===== src/rtl/conv_window_mac.sv =====
// conv_window_mac: raster pixel fetch into two line buffers plus a 3x3 window,
// and a 9-cycle sequential MAC producing one convolution result per request.
module conv_window_mac #(
    parameter int IMG_W = 8,
    parameter int IMG_H = 8,
    parameter int PIX_W = 8,
    parameter int K_W   = 8,
    parameter int ACC_W = 20
) (
    input  logic                              clk,
    input  logic                              rst_n,
    input  logic                              start,
    input  logic                              pushpixel,
    input  logic                              multi_act,
    input  logic [9*K_W-1:0]                  coef,
    output logic [$clog2(IMG_W*IMG_H)-1:0]    pix_addr,
    input  logic [PIX_W-1:0]                  pix_in,
    output logic                              done,
    output logic                              fin,
    output logic                              out_valid,
    output logic signed [ACC_W-1:0]           out_data,
    output logic [$clog2(IMG_H)-1:0]          out_row,
    output logic [$clog2(IMG_W)-1:0]          out_col
);

    localparam int NPIX   = IMG_W * IMG_H;
    localparam int AW     = $clog2(NPIX);
    localparam int RW     = $clog2(IMG_H);
    localparam int CW     = $clog2(IMG_W);
    localparam int PROD_W = PIX_W + K_W + 1;

    // index 0 of each line buffer is the most recently pushed pixel
    logic [IMG_W-1:0][PIX_W-1:0] lb1_q, lb1_d, lb2_q, lb2_d;
    // window tap k = 3*i + j, i=0 oldest row, j=0 oldest column
    logic [8:0][PIX_W-1:0]       win_q, win_d;

    logic [AW-1:0]           pix_addr_q, pix_addr_d;
    logic [RW-1:0]           row_q, row_d, last_r_q, last_r_d, out_row_q, out_row_d;
    logic [CW-1:0]           col_q, col_d, last_c_q, last_c_d, out_col_q, out_col_d;
    logic                    pushed_q, pushed_d, all_pushed_q, all_pushed_d;
    logic                    busy_q, busy_d, done_q, done_d, fin_q, fin_d;
    logic                    out_valid_q, out_valid_d;
    logic [3:0]              tap_q, tap_d;
    logic signed [ACC_W-1:0] acc_q, acc_d, out_data_q, out_data_d;

    logic                    push_ok, mac_ok, win_valid;
    logic signed [PROD_W-1:0] prod;
    logic signed [ACC_W-1:0]  prod_ext;

    // next-state: pixel fetch/shift, window validity, MAC sequencing, status
    always_comb begin
        lb1_d        = lb1_q;
        lb2_d        = lb2_q;
        win_d        = win_q;
        pix_addr_d   = pix_addr_q;
        row_d        = row_q;
        col_d        = col_q;
        last_r_d     = last_r_q;
        last_c_d     = last_c_q;
        pushed_d     = pushed_q;
        all_pushed_d = all_pushed_q;
        busy_d       = busy_q;
        tap_d        = tap_q;
        acc_d        = acc_q;
        done_d       = 1'b0;
        out_valid_d  = 1'b0;
        fin_d        = fin_q;
        out_data_d   = out_data_q;
        out_row_d    = out_row_q;
        out_col_d    = out_col_q;

        // once the last pixel is in there is nothing left to fetch
        push_ok = pushpixel && !busy_q && !fin_q && !all_pushed_q;
        mac_ok  = multi_act && !busy_q && !fin_q;

        prod     = $signed({1'b0, win_q[tap_q]}) * $signed(coef[tap_q*K_W +: K_W]);
        prod_ext = {{(ACC_W-PROD_W){prod[PROD_W-1]}}, prod};

        if (push_ok) begin
            lb1_d = {lb1_q[IMG_W-2:0], pix_in};
            lb2_d = {lb2_q[IMG_W-2:0], lb1_q[IMG_W-1]};
            for (int i = 0; i < 3; i++) begin
                win_d[3*i]   = win_q[3*i+1];
                win_d[3*i+1] = win_q[3*i+2];
            end
            win_d[2] = lb2_q[IMG_W-1];   // (r-2, c)
            win_d[5] = lb1_q[IMG_W-1];   // (r-1, c)
            win_d[8] = pix_in;           // (r, c)
            last_r_d = row_q;
            last_c_d = col_q;
            pushed_d = 1'b1;
            if (pix_addr_q == AW'(NPIX-1)) all_pushed_d = 1'b1;
            else                           pix_addr_d   = pix_addr_q + 1'b1;
            if (col_q == CW'(IMG_W-1)) begin
                col_d = '0;
                row_d = row_q + 1'b1;
            end else begin
                col_d = col_q + 1'b1;
            end
        end

        // uses post-push position so a same-cycle push feeds the MAC
        win_valid = pushed_d && (last_r_d >= RW'(2)) && (last_c_d >= CW'(2));

        if (busy_q) begin
            acc_d = acc_q + prod_ext;
            tap_d = tap_q + 4'd1;
            if (tap_q == 4'd8) begin
                busy_d      = 1'b0;
                done_d      = 1'b1;
                out_valid_d = 1'b1;
                out_data_d  = acc_d;
                out_row_d   = last_r_q - 1'b1;
                out_col_d   = last_c_q - 1'b1;
                fin_d       = all_pushed_q;
            end
        end else if (mac_ok) begin
            if (win_valid) begin
                busy_d = 1'b1;
                tap_d  = '0;
                acc_d  = '0;
            end else begin
                done_d = 1'b1;
                fin_d  = all_pushed_d;
            end
        end
    end

    // state registers; start clears exactly what reset clears
    always_ff @(posedge clk) begin
        if (!rst_n || start) begin
            lb1_q        <= '0;
            lb2_q        <= '0;
            win_q        <= '0;
            pix_addr_q   <= '0;
            row_q        <= '0;
            col_q        <= '0;
            last_r_q     <= '0;
            last_c_q     <= '0;
            pushed_q     <= 1'b0;
            all_pushed_q <= 1'b0;
            busy_q       <= 1'b0;
            tap_q        <= '0;
            acc_q        <= '0;
            done_q       <= 1'b0;
            out_valid_q  <= 1'b0;
            fin_q        <= 1'b0;
            out_data_q   <= '0;
            out_row_q    <= '0;
            out_col_q    <= '0;
        end else begin
            lb1_q        <= lb1_d;
            lb2_q        <= lb2_d;
            win_q        <= win_d;
            pix_addr_q   <= pix_addr_d;
            row_q        <= row_d;
            col_q        <= col_d;
            last_r_q     <= last_r_d;
            last_c_q     <= last_c_d;
            pushed_q     <= pushed_d;
            all_pushed_q <= all_pushed_d;
            busy_q       <= busy_d;
            tap_q        <= tap_d;
            acc_q        <= acc_d;
            done_q       <= done_d;
            out_valid_q  <= out_valid_d;
            fin_q        <= fin_d;
            out_data_q   <= out_data_d;
            out_row_q    <= out_row_d;
            out_col_q    <= out_col_d;
        end
    end

    assign pix_addr  = pix_addr_q;
    assign done      = done_q;
    assign fin       = fin_q;
    assign out_valid = out_valid_q;
    assign out_data  = out_data_q;
    assign out_row   = out_row_q;
    assign out_col   = out_col_q;

endmodule


===== config.mk =====
export PLATFORM = sky130hd
export DESIGN_NAME = conv_window_mac
export DESIGN_NICKNAME = d
export VERILOG_FILES = /design/src/rtl/conv_window_mac.sv
export SDC_FILE = /design/constraint.sdc
export NUM_CORES = 1
export LEC_CHECK = 0
export ABC_CLOCK_PERIOD_IN_PS = 6190
export CORE_ASPECT_RATIO = 0.6
export CORE_MARGIN = 2
export CORE_UTILIZATION = 40
export DETAILED_ROUTE_END_ITERATION = 7
export PLACE_DENSITY_LB_ADDON = 0.15
export SYNTH_ARGS = -nofsm -noshare
export SYNTH_HDL_FRONTEND = slang
export SYNTH_SLANG_ARGS = --single-unit

===== constraint.sdc =====
create_clock -name clk -period 6.19 [get_ports clk]
set_input_delay 0.619 -clock clk [delete_from_list [all_inputs] [get_ports clk]]
set_output_delay 0.619 -clock clk [all_outputs]
set_load 0.02 [all_outputs]

==> impl_metrics.env, run 1 <==
export IMPL_coreArea_um2=29000
export IMPL_grt_antenna_before_repair=0
export IMPL_grt_max_degree=164
export IMPL_io_buffers=119
export IMPL_powerDensity_nw_per_um2=204
export IMPL_wl_per_cell_um=15.6
export IMPL_ant_nets=0
export IMPL_area_growth_synth_to_final_pct=27.3
export IMPL_totalWireLength_mm=30.5
export IMPL_r2r_slack_ps=220
export IMPL_grt_pass1_vias=9070
export IMPL_fin_crit_sh_pct=96.4
export IMPL_ys_seq_elements=226
export IMPL_start_kind="register"
export IMPL_yosys_warnings=0
export IMPL_clock_sinks=226
export IMPL_maxCapViolations=0
export IMPL_synth_top_area_share_pct=38.0
export IMPL_cts_root_buf="clkbuf_16"
export IMPL_synth_commonest_cells="383 x nand2_1, 226 x dfxtp_1, 205 x a21oi_1, 92 x nor2_1, 80 x inv_1"
export IMPL_hp_class="register to register"
export IMPL_multiInputGateArea_um2=6960
export IMPL_irDropWorstVdd_uv=185
export IMPL_gp_congestion=0.866
export IMPL_start_util_pct=41.0
export IMPL_synth_area_leaders="dfxtp_1 38%, nand2_1 12%, a21oi_1 8.6%"
export IMPL_netlist_area_um2=11900
export IMPL_drive_gt1_share_pct=14.5
export IMPL_io_pins=120
export IMPL_netlist_instances=1388
export IMPL_cts_tree="done"
export IMPL_final_setup_tns_ps=0
export IMPL_async_reset_ff_share_pct=0
export IMPL_clk_path_buf_depth=3
export IMPL_hold_start="lb2_q[48]$_SDFFE_PP0P_"
export IMPL_die_area_um2=31200
export IMPL_numCtsBuffers=23
export IMPL_die_h_um=138
export IMPL_clock_skew_ps=8.65
export IMPL_syn_avg_cell_area_um2=8.57
export IMPL_antenna_cells=0
export IMPL_num_vias=9847
export IMPL_synth_edf_count=0
export IMPL_period_minus_slack_ps=5970
export IMPL_finalSetupViolCount=0
export IMPL_crit_fanout=8
export IMPL_hold_depth=2
export IMPL_cp_required_ps=6630
export IMPL_ys_types=57
export IMPL_status="completed"
export IMPL_r2r_start="tap_q[0]$_SDFFE_PP0P_"
export IMPL_setup_worst_path_end_class="register"
export IMPL_rr_worst_depth=22
export IMPL_clk_pin_slew_ps=70
export IMPL_fillers=2753
export IMPL_chipWidth_um=227
export IMPL_reg2reg_to="out_data[16]$_SDFFE_PP0P_"
export IMPL_maxSlewViolCount=0
export IMPL_synthXorXnorAreaFrac_pct=2.05
export IMPL_synthMuxAreaShare_pct=7.77
export IMPL_relSlewSlack_pct=30.4
export IMPL_synth_most_common_cell="nand2_1"
export IMPL_rsz0062_at_grt="true"
export IMPL_yosysTopAreaCell="dfxtp_1"
export IMPL_synth_flop_cell="dfxtp_1"
export IMPL_ys_seq_area_share_pct=38.0
export IMPL_p_leak_uw=0.00569
export IMPL_whs_endpoint="lb2_q[56]$_SDFFE_PP0P_"
export IMPL_path_class="register to register"
export IMPL_synthSimpleGateAreaFrac_pct=17.9
export IMPL_hold_viol=0
export IMPL_whs_ps=449
export IMPL_synth_top_family_by_area="simple AND/OR/NAND/NOR gates"
export IMPL_fmax_mhz=168
export IMPL_cts_max_level=1
export IMPL_hpwl_mm=20.9
export IMPL_clkLatencyLatePin_ps=520
export IMPL_via_per_inst=5.02
export IMPL_worstMarginPinSlew_ps=1040
export IMPL_cp_arrival_ps=6400
export IMPL_grt_use_total_pct=19.4
export IMPL_synth_adder_area_share_pct=15.7
export IMPL_grt_pass1_wl_mm=48.3
export IMPL_drc_errors=0
export IMPL_final_nets=1751
export IMPL_num_rows=48
export IMPL_syn_num_nets=1592
export IMPL_detail_route_iter0_violations=692
export IMPL_synth_compound_area_share_pct=13.1
export IMPL_firstDrtPassIters=5
export IMPL_regArea_um2=4530
export IMPL_grt_ovfl_total=0
==> worst max path at each step <==
stage | start | to | slack [ps]
3_3_place_gp | coef[61] | acc_q[19]$_SDFFE_PP0P_ | -330
4_1_cts | tap_q[0]$_SDFFE_PP0P_ | acc_q[19]$_SDFFE_PP0P_ | 30
3_5_place_dp | coef[60] | acc_q[19]$_SDFFE_PP0P_ | -380
5_1_grt | tap_q[0]$_SDFFE_PP0P_ | out_data[16]$_SDFFE_PP0P_ | -40
2_1_floorplan | tap_q[1]$_SDFFE_PP0P_ | acc_q[19]$_SDFFE_PP0P_ | 120
6_report | tap_q[0]$_SDFFE_PP0P_ | out_data[16]$_SDFFE_PP0P_ | 220
==> placed cells by master, fill, tap and decap left out, types with 24 or more instances in the layout <==
| master | instances |
|---|---|
| nor2_1 | 91 |
| buf_4 | 82 |
| dfxtp_1 | 224 |
| ha_1 | 60 |
| fa_1 | 46 |
| clkbuf_16 | 24 |
| clkdlybuf4s50_1 | 119 |
| mux4_2 | 32 |
| a21oi_1 | 198 |
| nand2_1 | 382 |
| inv_1 | 77 |
==> layer usage <==
metal	up-vias	wire length (µm)	global-route usage [%]
met3	40	1450	3.11
met5	-	0	0
met2	215	12700	28.2
li1	4921	-	-
met1	4671	15800	30.1
met4	0	551	3.84
==> state kept, by name, indices dropped and copies added, names as in the netlist, 3 cells and up <==
signal    flops
last_r_q      3
last_c_q      3
lb2_q        40
col_q         3
row_q         3
out_col       3
lb1_q        40
out_row       3
win_q        72
acc_q        20
tap_q         4
pix_addr      6
out_data     20
==> critical path, stage by stage, from the launching register on <==
cell       delay [ps]
dfxtp_4           390
clkbuf_16         180
nor4b_4           370
buf_6             230
a21oi_1            90
buf_4             150
or2_2             280
fa_1              500
fa_1              570
inv_1              60
fa_1              460
fa_1              500
fa_1              600
ha_4              180
buf_4             130
o21ai_2            60
buf_4             130
o211ai_1          170
buf_4             160
a31oi_1           100
xnor2_1           310
nand2_1           120
a21oi_2           140
==> layout make-up <==
class,instances,share of cell area (%)
clock buffer,32,4.49
clock inverter,8,0.529
inverter,80,1.98
multi-input combinational,998,46.0
sequential,226,29.9
tap,400,3.31
timing repair buffer,218,13.8
==> through the flow <==
step | cell area [µm²] | total power (µW) | utilization, % | cells | setup slack [ps]
4_1_cts | 14700 | 3120 | 50.8 | 1944 | 29.8
6_report | 15100 | 3090 | 52.2 | 1962 | 224
3_5_place_dp | 14000 | 1710 | 48.1 | 1903 | -379
5_1_grt | 15100 | 3210 | 52.2 | 1962 | -43.8
2_1_floorplan | 11900 | 1600 | - | 1388 | 118
3_3_place_gp | 14000 | 1710 | 48.1 | 1903 | -335
==> cell families after synthesis <==
family                     count (synthesis)
DFF                                      226
adders and majority gates                119
and+or+nand+nor                          526
AOI/OAI and AO/OA                        275
buffers and inverters                    164
muxes                                     51
xor gates and xnor gates                  27
==> timing repair <==
action                     CTS  global route
gates resized for setup      5            51
setup endpoints to repair    4            16
hold buffers                 0             0
cloned                       0             1
setup buffers                1            17
hold endpoints to repair     0             0
pin swaps                    0            27
==> report_power, final <==
part / switching (µW) / leakage (µW) / total, µW / internal [µW]
clock: 598 / 0.000372 / 1410 / 810
combinational: 119 / 0.00350 / 223 / 104
sequential: 3.70 / 0.00182 / 1460 / 1460
(Power assumes the default switching activity.)
==> run 2, diff against run 1 <==
CAP_MARGIN = 5   (was not set)
==> results of run 2 <==
Same layout as run 1: the final DEF is identical, and so are final timing and power.
